[config.mk]
export PLATFORM = sky130hd
export DESIGN_NAME = seven_segment_scanner
export DESIGN_NICKNAME = d
export VERILOG_FILES = /design/src/rtl/seg7_pkg.sv /design/src/rtl/seg7_glyph.sv /design/src/rtl/seven_segment_scanner.sv
export SDC_FILE = /design/constraint.sdc
export NUM_CORES = 1
export LEC_CHECK = 0
export ABC_AREA = 1
export BUFFER_PORTS_ARGS = -buffer_cell sky130_fd_sc_hd__buf_2
export CAP_MARGIN = 20
export CORE_ASPECT_RATIO = 0.75
export CORE_UTILIZATION = 60
export CTS_BUF_LIST = sky130_fd_sc_hd__clkbuf_4 sky130_fd_sc_hd__clkbuf_8
export DETAILED_ROUTE_END_ITERATION = 6
export GPL_ROUTABILITY_DRIVEN = 0
export GPL_TIMING_DRIVEN = 0
export HOLD_SLACK_MARGIN = 0.12
export MAX_ROUTING_LAYER = met4
export PLACE_DENSITY = 0.87
export SYNTH_ARGS = -nofsm -noshare
export SYNTH_HDL_FRONTEND = slang
export SYNTH_HIERARCHICAL = 1
export SYNTH_SLANG_ARGS = --single-unit
[constraint.sdc]
create_clock -name clk -period 3.06 [get_ports clk]
set_clock_uncertainty 0.2 [all_clocks]
set_input_delay 0.306 -clock clk [delete_from_list [all_inputs] [get_ports clk]]
set_output_delay 0.306 -clock clk [all_outputs]
set_load 0.02 [all_outputs]
[src/rtl/seg7_pkg.sv]
// seg7_pkg: shared 7-segment definitions.
//  seg7_t       segment pattern, bit order {g,f,e,d,c,b,a}
//  SEG7_OFF     active-low "all segments off"
//  GLYPH_TABLE  active-high hex glyphs 0..F
//  glyph()      nibble -> active-high pattern
package seg7_pkg;

  typedef logic [6:0] seg7_t;

  localparam seg7_t SEG7_OFF = 7'h7F;

  localparam seg7_t GLYPH_TABLE [16] = '{
    7'h3F, 7'h06, 7'h5B, 7'h4F,   // 0 1 2 3
    7'h66, 7'h6D, 7'h7D, 7'h07,   // 4 5 6 7
    7'h7F, 7'h6F, 7'h77, 7'h7C,   // 8 9 A b
    7'h39, 7'h5E, 7'h79, 7'h71    // C d E F
  };

  function automatic seg7_t glyph(input logic [3:0] nibble);
    return GLYPH_TABLE[nibble];
  endfunction

endpackage

[src/rtl/seg7_glyph.sv]
// seg7_glyph: combinational hex nibble to active-high segment pattern.
//  nibble   in  4  hex digit
//  pattern  out 7  active-high {g,f,e,d,c,b,a}
module seg7_glyph
  import seg7_pkg::*;
(
  input  logic [3:0] nibble,
  output seg7_t      pattern
);

  assign pattern = glyph(nibble);

endmodule

[src/rtl/seven_segment_scanner.sv]
// seven_segment_scanner: time-multiplexed driver for NUM_DIGITS common-anode
// 7-segment digits on a shared segment bus. The packed value is snapshotted
// once per frame; each digit slot lasts REFRESH_DIV clocks, the first
// DEAD_CYCLES of which keep all anodes off to avoid ghosting. Supports
// per-digit decimal point and leading-zero blanking. All outputs registered.
// Optional: define SEG_SCAN_BLINK_EN to add blink_mask and BLINK_FRAMES.
//  clk         in   system clock
//  rst_n       in   asynchronous active-low reset
//  en          in   1 = scan, 0 = dark and held at digit 0
//  value       in   packed hex digits, digit i = value[4i+3:4i]
//  dp          in   decimal point request per digit
//  blank_lz    in   suppress leading zero digits
//  blink_mask  in   (SEG_SCAN_BLINK_EN) digits that blink
//  segments    out  active-low {g,f,e,d,c,b,a}
//  dp_out      out  active-low decimal point
//  anodes      out  active-low digit enables
//  frame_done  out  1-cycle pulse when scan wraps to digit 0
module seven_segment_scanner
  import seg7_pkg::*;
#(
  parameter int NUM_DIGITS  = 4,
  parameter int REFRESH_DIV = 50000,
  parameter int DEAD_CYCLES = 2
`ifdef SEG_SCAN_BLINK_EN
  ,
  parameter int BLINK_FRAMES = 64
`endif
) (
  input  logic                    clk,
  input  logic                    rst_n,
  input  logic                    en,
  input  logic [4*NUM_DIGITS-1:0] value,
  input  logic [NUM_DIGITS-1:0]   dp,
  input  logic                    blank_lz,
`ifdef SEG_SCAN_BLINK_EN
  input  logic [NUM_DIGITS-1:0]   blink_mask,
`endif
  output seg7_t                   segments,
  output logic                    dp_out,
  output logic [NUM_DIGITS-1:0]   anodes,
  output logic                    frame_done
);

  localparam int CNT_W = $clog2(REFRESH_DIV);
  localparam int IDX_W = (NUM_DIGITS > 1) ? $clog2(NUM_DIGITS) : 1;
  localparam logic [CNT_W-1:0] CNT_LAST = CNT_W'(REFRESH_DIV - 1);
  localparam logic [CNT_W-1:0] CNT_DEAD = CNT_W'(DEAD_CYCLES);
  localparam logic [IDX_W-1:0] IDX_LAST = IDX_W'(NUM_DIGITS - 1);

  logic [CNT_W-1:0]        cnt;
  logic [IDX_W-1:0]        idx;
  logic [4*NUM_DIGITS-1:0] snap;
  logic [NUM_DIGITS-1:0]   dp_snap;

  logic tick, wrap;
  assign tick = en && (cnt == CNT_LAST);
  assign wrap = tick && (idx == IDX_LAST);

  // Leading-zero blanking: walk from the most significant digit down,
  // blanking while every digit seen so far (including this one) is zero.
  logic [NUM_DIGITS-1:0] blank_vec;
  always_comb begin
    logic run;
    run = 1'b1;
    blank_vec = '0;
    for (int unsigned j = 0; j < NUM_DIGITS; j++) begin
      int unsigned i;
      i = NUM_DIGITS - 1 - j;
      run = run && (snap[4*i +: 4] == 4'h0);
      blank_vec[i] = blank_lz && run && (i != 0);
    end
  end

  // Select the current digit's nibble, flags and anode pattern.
  logic [3:0]            cur_nibble;
  logic                  cur_blank, cur_dp;
  logic [NUM_DIGITS-1:0] sel_an;
  always_comb begin
    cur_nibble = 4'h0;
    cur_blank  = 1'b0;
    cur_dp     = 1'b0;
    sel_an     = '1;
    for (int unsigned i = 0; i < NUM_DIGITS; i++) begin
      if (idx == IDX_W'(i)) begin
        cur_nibble = snap[4*i +: 4];
        cur_blank  = blank_vec[i];
        cur_dp     = dp_snap[i];
        sel_an[i]  = 1'b0;
      end
    end
  end

  seg7_t cur_glyph;
  seg7_glyph u_glyph (
    .nibble  (cur_nibble),
    .pattern (cur_glyph)
  );

  logic cur_hidden;
`ifdef SEG_SCAN_BLINK_EN
  localparam int BLINK_W = (BLINK_FRAMES > 1) ? $clog2(BLINK_FRAMES) : 1;
  logic [BLINK_W-1:0] blink_cnt;
  logic               blink_on;
  logic               cur_mask;

  always_ff @(posedge clk or negedge rst_n) begin
    if (!rst_n) begin
      blink_cnt <= '0;
      blink_on  <= 1'b1;
    end else if (!en) begin
      blink_cnt <= '0;
      blink_on  <= 1'b1;
    end else if (wrap) begin
      if (blink_cnt == BLINK_W'(BLINK_FRAMES - 1)) begin
        blink_cnt <= '0;
        blink_on  <= ~blink_on;
      end else begin
        blink_cnt <= blink_cnt + BLINK_W'(1);
      end
    end
  end

  always_comb begin
    cur_mask = 1'b0;
    for (int unsigned i = 0; i < NUM_DIGITS; i++) begin
      if (idx == IDX_W'(i)) cur_mask = blink_mask[i];
    end
  end

  assign cur_hidden = !blink_on && cur_mask;
`else
  assign cur_hidden = 1'b0;
`endif

  // Next output values; a blanked digit with its dp lit still enables its anode.
  seg7_t                 seg_n;
  logic                  dp_n;
  logic [NUM_DIGITS-1:0] an_n;
  always_comb begin
    seg_n = SEG7_OFF;
    dp_n  = 1'b1;
    an_n  = '1;
    if (en && !cur_hidden) begin
      if (!cur_blank) seg_n = ~cur_glyph;
      dp_n = ~cur_dp;
      if ((!cur_blank || cur_dp) && (cnt >= CNT_DEAD)) an_n = sel_an;
    end
  end

  always_ff @(posedge clk or negedge rst_n) begin
    if (!rst_n) begin
      cnt        <= '0;
      idx        <= '0;
      snap       <= '0;
      dp_snap    <= '0;
      segments   <= SEG7_OFF;
      dp_out     <= 1'b1;
      anodes     <= '1;
      frame_done <= 1'b0;
    end else begin
      segments   <= seg_n;
      dp_out     <= dp_n;
      anodes     <= an_n;
      frame_done <= wrap;
      if (!en) begin
        cnt     <= '0;
        idx     <= '0;
        snap    <= value;
        dp_snap <= dp;
      end else begin
        cnt <= (cnt == CNT_LAST) ? '0 : cnt + CNT_W'(1);
        if (tick) begin
          if (idx == IDX_LAST) begin
            idx     <= '0;
            snap    <= value;
            dp_snap <= dp;
          end else begin
            idx <= idx + IDX_W'(1);
          end
        end
      end
    end
  end

endmodule

Yosys cells after proc, flatten, opt, wreduce, memory -nomap -nowiden
Memory sizes are Yosys's and may differ from the RTL's.
Index checks and enable logic that the tools add are counted.

storage, ports and cells
  bits in registers = 51
  ROM bits = 112
  output and inout bits = 13
  word-level logic and storage cells = 70
  memories kept = 1

memory list
  memory           words  bits a word  rd ports  clocked after Yosys merged registers in  wr ports  RTL line        text
  (no name shown)  16     7            1         0                                        0         seg7_pkg.sv:20  return GLYPH_TABLE[nibble];

cells by class
  add/sub/neg operators = 2
  magnitude comparators = 2
  equal/unequal tests = 6
  muxes and demuxes = 33
  bitwise operators = 3
  reduce and logical (&&, ||, !) cells = 15

operators by type and width
  operator               number
  $mux 16                5
  $mux 4                 9
  $mux 7                 4
  $add 16x1->16 const B  1
  $eq 16x16->1 const B   1
  $ge 16x2->1 const B    1
  $logic_not 4->1        3
  $mux 1                 12
  $logic_and 1x1->1      8
  $not 7->7              1
  $mux 2                 3
  $ge 5x5->1 const B     1
  $not 4->5              1
  $eq 2x2->1 const B     2
  $ne 2x1->1 const B     2
  $add 2x1->2 const B    1
  $eq 2x1->1 const B     1
  $logic_not 2->1        1
  $reduce_and 2->1       1
  $logic_not 1->1        1
  $logic_or 1x1->1       1
  $not 1->1              1

Longest topological paths before layout
Gate-level depths: netlist of the first run.

  word-level depth = 12
  gate-level depth with buffers = 15

By module
The synthesis of the first run kept the hierarchy.

by module, submodules not included
  module                 instances  cells each  area each (um2)
  seven_segment_scanner  1          303         2541.2
  seg7_glyph             1          52          270.3

Worst setup path before layout of the first run
No wires, ideal clock.

  path type = register -> register
  start point = register idx[0]
  end point = register segments[3]
  setup time = 0.094 ns
  arrival = 2.093 ns
  required time = 2.766 ns
  path slack = 0.673 ns
  cell stages (with the launch flop) = 14
  cells stage by stage = dfrtp_1 ha_1 inv_1 nand3_1 nand2_1 o21ai_0 o21ai_0 inv_1 ha_1 nand2_1 o21ai_0 nand2_1 nand2_1 nand3_1

on the way
  word-level cells in the longest chain between the ends = 12

ends and longest elaborated chain
  element                                         RTL line                      text
  start, declared                                 seven_segment_scanner.sv:51   logic [IDX_W-1:0] idx;
  start signal, assigned                          seven_segment_scanner.sv:178  idx <= idx + IDX_W'(1);
  $logic_not 2->1                                 seven_segment_scanner.sv:84   if (idx == IDX_W'(i)) begin
  $mux 4 (3 in series)                            seven_segment_scanner.sv:84
  $mux 4 (*)                                      seven_segment_scanner.sv:84
  net cur_nibble[1]                               seven_segment_scanner.sv:75   logic [3:0] cur_nibble;
  $not 4->5 (implied by the code) (*)             seg7_pkg.sv:20
  $mem_v2 16x7 (*)                                -
  $mux 7 (implied by the code) (*) (2 in series)  seg7_pkg.sv:20
  net cur_glyph[3]                                seven_segment_scanner.sv:93   seg7_t cur_glyph;
  $not 7->7 (*)                                   seven_segment_scanner.sv:144  if (!cur_blank) seg_n = ~cur_glyph;
  $mux 7 (*)                                      seven_segment_scanner.sv:144
  $mux 7 (*)                                      seven_segment_scanner.sv:143  if (en && !cur_hidden) begin
  net seg_n[3]                                    seven_segment_scanner.sv:136  seg7_t seg_n;
  end signal, assigned                            seven_segment_scanner.sv:161  segments <= seg_n;
  end, declared                                   seven_segment_scanner.sv:38   output seg7_t segments,

Mark *: on every way through the listed nets, which the timed path passes. The rest lies on a longest branch. The select of a mux whose other input is x is not followed.
A chain may end at the register's enable or synchronous reset.

Worst setup path in the final report of the first run
  start point = register idx[1]
  end point = register segments[3]

The elaborated chain is that of the path after synthesis.

==> summary.md, run 1 <==
| Metric | Value |
|---|---|
| DR DRC count | `0` |
| R2R depth | `14` |
| Overall routing resource usage | `28.1%` |
| Synth warn | `6` |
| Syn nets | `392` |
| Status | `finished, final reports clean` |
| Setup WS post-layout | `220 ps` |
| Port Buf Inserts | `35` |
| Wire length per cell | `12.7 um` |
| Clock root cell | `clkbuf_8` |
| Core Area | `4490 um2` |
| DR vias/cell | `5.14` |
| # IOs | `37` |
| Post_cts resized | `0` |
| Worst EP arrival | `2860 ps` |
| Post-layout nets | `457` |
| Setup crit end | `segments[3]$_DFF_PN1_` |
| Pwr dens | `544 nW/um2` |
| Effective utilization at floorplan | `62.6%` |
| Die area | `4970 um2` |
| Setup-failing EPs final | `0` |
| Filler cell count | `335` |
| Minimum clock period | `2840 ps` |
| Setup CP Type | `flip-flop to flip-flop` |
| Longest Clk Path Bufs | `2` |
| Synth area leader | `dfrtp_1` |
| Post-route ant nets | `0` |
| Netlist cell types | `30` |
| Num CTS Buffers | `5` |
| Synth Cell Area | `2810 um2` |
| Slew of the pin with the lowest slew margin | `594 ps` |
| Synth area leaders | `dfrtp_1, nand2_1, dfstp_2` |
| Congestion Overflow GR | `0` |
| Largest net degree at the start of global routing | `52` |
| Total Wirelength | `6.07 mm` |
| Worst skew pair latency | `310 ps` |
| Number of synthesized flops with an enable pin | `0` |
| Top-count cell post-synth | `nand2_1` |
| Post-Syn Instances | `355` |
| Clk slew on worst S/H paths | `90 ps` |
| Worst EP required | `3080 ps` |
| Slew HR | `60.4%` |
| Initial antenna violation count | `0` |
| Reg2reg setup slack | `220 ps` |
| Area growth, synth to finish | `21.0%` |
| Post-Place Setup Slack | `270 ps` |
| Flops & latches, synth | `51` |
| R2R Path Start | `idx[1]$_DFFE_PN0P_` |
| Number of setup buffers added after CTS | `0` |
| First-pass GRT wire length | `9.96 mm` |
| Via count | `2456` |
| Share of cells above drive strength 1 | `17.8%` |
| CP Launch Point | `idx[1]$_DFFE_PN0P_` |
| Min-Delay Path Class | `input port to asynchronous set/reset pin` |
| Max Cap Violations | `0` |
| Sequential-to-total area share from yosys stat | `45.9%` |
| VDD IR max | `384 uV` |
| Die span in y | `61.3 um` |
| N_diodes | `0` |
| FP Rows | `21` |
| Syn Area/Cell | `7.92 um2` |
| CTS tree | `done` |
| Yosys top cell area share | `34.7%` |
| Post-synth top cells | `nand2_1, nand3_1, nor2_1` |
| Width of the die | `81.0 um` |
| Hold buffers post-CTS | `22` |
| DRT Pass-1 Iters | `5` |
| Critical Path End Type | `flip-flop` |
| Final hold vios | `0` |
| Drt initial violations | `177` |
| Startpoint Class | `flip-flop` |
| RSZ-0062 raised after global routing | `false` |
| Reg2Reg Capture Point | `segments[3]$_DFF_PN1_` |
| Critical path fanouts, max | `7` |
| Fmax | `0.352 GHz` |
| Clock sinks | `51` |
| Final period utilization | `92.8%` |
| Final setup TNS | `0 ps` |
| H-tree lvl count | `2` |
| Main synth FF type | `dfrtp_1` |
| Share of synthesized registers carrying an async set or reset | `100%` |
| Vias in the first global route | `2172` |
| Max-slew violations | `0` |
| Static Leak | `1.73 nW` |
| Detailed Place HPWL | `4.33 mm` |
==> worst min-delay path by stage <==
stage / cells after the start / startpoint / slack, ps / to
after floorplan: 0 / rst_n / -190 / cnt[0]$_DFF_PN0_
after detailed placement: 2 / snap[12]$_DFFE_PN0P_ / 260 / snap[12]$_DFFE_PN0P_
after global placement: 2 / snap[7]$_DFFE_PN0P_ / 260 / snap[7]$_DFFE_PN0P_
after CTS: 5 / blank_lz / 280 / anodes[1]$_DFF_PN1_
after global routing: 2 / snap[6]$_DFFE_PN0P_ / 320 / snap[6]$_DFFE_PN0P_
final: 2 / rst_n / 270 / cnt[11]$_DFF_PN0_
==> routing by layer <==
layer / share of wire [%] / wire length (um) / GRT usage (%)
met5: 0 / 0 / -
met4: 0.69 / 42 / 9.44
met3: 5.0 / 306 / 5.33
met2: 45 / 2730 / 42.3
met1: 49 / 3000 / 38.5
==> report_power, final <==
part | internal (W) | switching [W]
Sequential | 0.000785 | 0.0000426
Clock | 0.000215 | 0.000215
Combinational | 0.000222 | 0.000373
Total | 0.00122 | 0.000630
==> cells by family after synthesis <==
family,after synthesis,share of synthesized area [%]
AO/OA/AOI/OAI,23,4.58
buffers and inverters,45,8.28
adder cells (fa/ha/maj),13,5.79
AND/OR/NAND/NOR,218,33.9
XOR/XNOR,5,1.56
flip-flops,51,45.9
==> final cells by class <==
type	instances	area (um2)	area share, %
Clock buffer	8	104	3.05
Inverter	35	131	3.86
Sequential cell	51	1290	38.0
Tap cell	57	71.3	2.10
Multi-Input combinational cell	259	1290	37.8
Timing Repair Buffer	58	415	12.2
Buffer	10	101	2.98
==> flip-flops by register name, summed over array words and instances (netlist names) <==
register / flops
dp_out: 1
cnt: 16
anodes: 4
snap: 16
dp_snap: 4
idx: 2
segments: 7
frame_done: 1
==> stage by stage <==
| step | cells | hold slack, ps | total power (W) | area, um2 | utilization [%] |
|---|---|---|---|---|---|
| finish | 478 | 273 | 0.00185 | 3400 | 75.7 |
| global route | 478 | 319 | 0.00199 | 3400 | 75.7 |
| CTS | 477 | 281 | 0.00185 | 3380 | 75.3 |
| detailed placement | 447 | 260 | 0.00140 | 3060 | 68.1 |
| global placement | 447 | 258 | 0.00138 | 3060 | 68.1 |
| floorplan | 355 | -190 | 0.00125 | 2810 | - |
==> worst max-delay path: stages (launching register included) <==
cell     delay, ps
dfrtp_1        380
inv_1           80
ha_1           250
inv_1          180
nand3_1         90
nand2_1         80
o21ai_0         80
o21ai_0        460
inv_1          190
ha_1           320
nand2_1         80
o21ai_0        130
nand2_1         80
nand2_1         70
nand3_1         70
==> layout by cell type, fill, tap and decap left out <==
cell type      Yosys  layout
o21ai_0            9       9
dfstp_2           12      12
inv_2              1       1
nand4_1            4       4
clkbuf_1           1       1
nand2_2            2       2
nand3_1           50      50
ha_1              13      13
o21bai_1           2       2
xor2_1             5       5
inv_1             34      34
dlygate4sd3_1      0      22
nand2_1          109     109
nor3_1             3       3
nor2_2             1       1
nor3b_1            2       2
nand3_2            1       1
dfrtp_1           39      39
nand2_4            2       2
buf_4              2       2
and2_1             1       1
o211ai_1           3       3
a21oi_1            8       8
nor2_1            40      40
clkbuf_8           3      10
or2_2              1       1
buf_6              3       3
nor3b_2            1       1
buf_2              0      35
clkbuf_4           1       2
a31oi_1            1       1
nor2_4             1       1
buf_12             0       1
No activity file was read; power rests on OpenSTA's default activity.
==> run 2, diff against run 1 <==
--- a/config.mk
+++ b/config.mk
@@ -9,6 +9,7 @@
 export BUFFER_PORTS_ARGS = -buffer_cell sky130_fd_sc_hd__buf_2
 export CAP_MARGIN = 20
 export CORE_ASPECT_RATIO = 0.75
+export CORE_MARGIN = 2
 export CORE_UTILIZATION = 60
 export CTS_BUF_LIST = sky130_fd_sc_hd__clkbuf_4 sky130_fd_sc_hd__clkbuf_8
 export DETAILED_ROUTE_END_ITERATION = 6
@@ -16,7 +17,7 @@
 export GPL_TIMING_DRIVEN = 0
 export HOLD_SLACK_MARGIN = 0.12
 export MAX_ROUTING_LAYER = met4
-export PLACE_DENSITY = 0.87
+export PLACE_DENSITY_LB_ADDON = 0.12
 export SYNTH_ARGS = -nofsm -noshare
 export SYNTH_HDL_FRONTEND = slang
 export SYNTH_HIERARCHICAL = 1
==> run 2 against run 1 <==
  * Largest cell class unchanged
  * Final cell count did not move
  * Clock-buffer cell count unchanged
  * Power down 1.8%
  * Register-to-register slack gained 180 ps
  * Via count is 1.1% higher
  * Largest power group unchanged
  * Combinational power is 1% lower
==> summary.md, run 2 (synthesis results as in run 1) <==
| Metric | Value |
|---|---|
| Status | `finished, final reports clean` |
| Max Cap Violations | `0` |
| Longest Clk Path Bufs | `2` |
| Worst skew pair latency | `300 ps` |
| Clock sinks | `51` |
| Final period utilization | `86.9%` |
| Die span in y | `63.3 um` |
| Startpoint Class | `flip-flop` |
| Largest net degree at the start of global routing | `52` |
| Effective utilization at floorplan | `62.6%` |
| Post-route ant nets | `0` |
| Critical Path End Type | `flip-flop` |
| Via count | `2483` |
| Total Wirelength | `6.07 mm` |
| FP Rows | `21` |
| Share of cells above drive strength 1 | `17.8%` |
| Reg2Reg Capture Point | `segments[3]$_DFF_PN1_` |
| Post-Layout Cell Count | `478` |
| Fmax | `0.376 GHz` |
| Commonest non-fill, non-tap cells in the layout | `nand2_1, nand3_1, nor2_1` |
| CTS tree | `done` |
| Post-Place Setup Slack | `259 ps` |
| Placed Cells | `447` |
| Critical path fanouts, max | `7` |
| Min-Delay Path Class | `input port to asynchronous set/reset pin` |
| Overall routing resource usage | `25.9%` |
| Clock root cell | `clkbuf_8` |
| Setup CP Type | `flip-flop to flip-flop` |
| Number of setup buffers added after CTS | `0` |
| DR vias/cell | `5.19` |
| Width of the die | `83.0 um` |
| Post-layout nets | `457` |
| Worst EP required | `3070 ps` |
| R2R Path Start | `idx[1]$_DFFE_PN0P_` |
| Pwr dens | `537 nW/um2` |
| N_diodes | `0` |
| Setup WS post-layout | `402 ps` |
| R2R depth | `14` |
| Initial antenna violation count | `0` |
| Final hold vios | `0` |
| Area growth, synth to finish | `20.6%` |
| First-pass GRT wire length | `10.6 mm` |
| Detailed Place HPWL | `4.12 mm` |
| Static Leak | `1.73 nW` |
| Setup-failing EPs final | `0` |
| CP Launch Point | `idx[1]$_DFFE_PN0P_` |
| Clk slew on worst S/H paths | `90 ps` |
| Vias in the first global route | `2278` |
| Num CTS Buffers | `5` |
| DRT Pass-1 Iters | `4` |
| Congestion Overflow GR | `0` |
| Biggest regs | `cnt: 16 flops, snap: 16 flops, segments: 7 flops` |
| DR DRC count | `0` |
| Slew of the pin with the lowest slew margin | `607 ps` |
| H-tree lvl count | `2` |
| Max-slew violations | `0` |
| Port Buf Inserts | `35` |
| # IOs | `37` |
| Slew HR | `59.5%` |
| RSZ-0062 raised after global routing | `false` |
| Core Area | `4490 um2` |
| Die area | `5250 um2` |
| Reg2reg setup slack | `400 ps` |
| Drt initial violations | `140` |
| VDD IR max | `366 uV` |
| Commonest non-fill, non-tap cell in the layout | `nand2_1` |
| Final setup TNS | `0 ps` |
| Minimum clock period | `2660 ps` |
| Worst EP arrival | `2660 ps` |
| Wire length per cell | `12.7 um` |
## run 2: final cells by class
| class | instances | area [um2] |
|---|---|---|
| buffer | 10 | 101 |
| clock buffer | 8 | 91.3 |
| fill | 338 | 1100 |
| inverter | 35 | 131 |
| multi-input combinational | 259 | 1290 |
| sequential | 51 | 1290 |
| tap | 57 | 71.3 |
| timing repair buffer | 58 | 415 |
## run 2: per-layer routing
metal	wire, um	GRT usage (%)	vias up	part of all wire (%)
met2	2760	39.3	71	45
met4	42	6.15	0	0.69
met1	2950	36.7	1149	49
li1	-	-	1258	-
met5	0	-	-	0
met3	317	4.59	5	5.2
## run 2: worst max-delay path by stage
stage                            end  slack, ps  depth (start not counted)
5_1_grt        segments[3]$_DFF_PN1_        140                         14
3_3_place_gp   segments[3]$_DFF_PN1_        340                         14
4_1_cts        segments[3]$_DFF_PN1_        230                         14
6_report       segments[3]$_DFF_PN1_        400                         14
2_1_floorplan  segments[3]$_DFF_PN1_        670                         13
3_5_place_dp   segments[3]$_DFF_PN1_        260                         14
## run 2: repair_timing
item | CTS | global route
setup endpoints to repair | 0 | 1
hold buffers | 22 | 0
endpoints found under the hold margin | 60 | 0
resized for setup | 0 | 1
## run 2: report_power, final
| group | internal, W | switching (W) | leakage (nW) | total (W) |
|---|---|---|---|---|
| combinational | 0.000222 | 0.000367 | 1.04 | 0.000588 |
| sequential | 0.000785 | 0.0000442 | 0.634 | 0.000829 |
| clock | 0.000190 | 0.000212 | 0.0498 | 0.000401 |
| total | 0.00120 | 0.000623 | 1.73 | 0.00182 |
## run 2: worst max-delay path, cell delays in order (launching register included)
cell	delay, ps
dfrtp_1	390
inv_1	90
ha_1	260
inv_1	190
nand3_1	100
nand2_1	80
o21ai_0	110
o21ai_1	320
inv_1	150
ha_1	290
nand2_1	70
o21ai_0	110
nand2_1	70
nand2_1	70
nand3_1	80
## run 2: metrics by stage
step | instance area (um2) | power (W) | hold WS (ps) | util, %
2_1_floorplan | 2810 | 0.00125 | -190 | -
3_3_place_gp | 3060 | 0.00138 | 254 | 68.1
3_5_place_dp | 3060 | 0.00140 | 255 | 68.1
4_1_cts | 3370 | 0.00182 | 265 | 75.0
5_1_grt | 3390 | 0.00196 | 207 | 75.4
6_report | 3390 | 0.00182 | 192 | 75.4
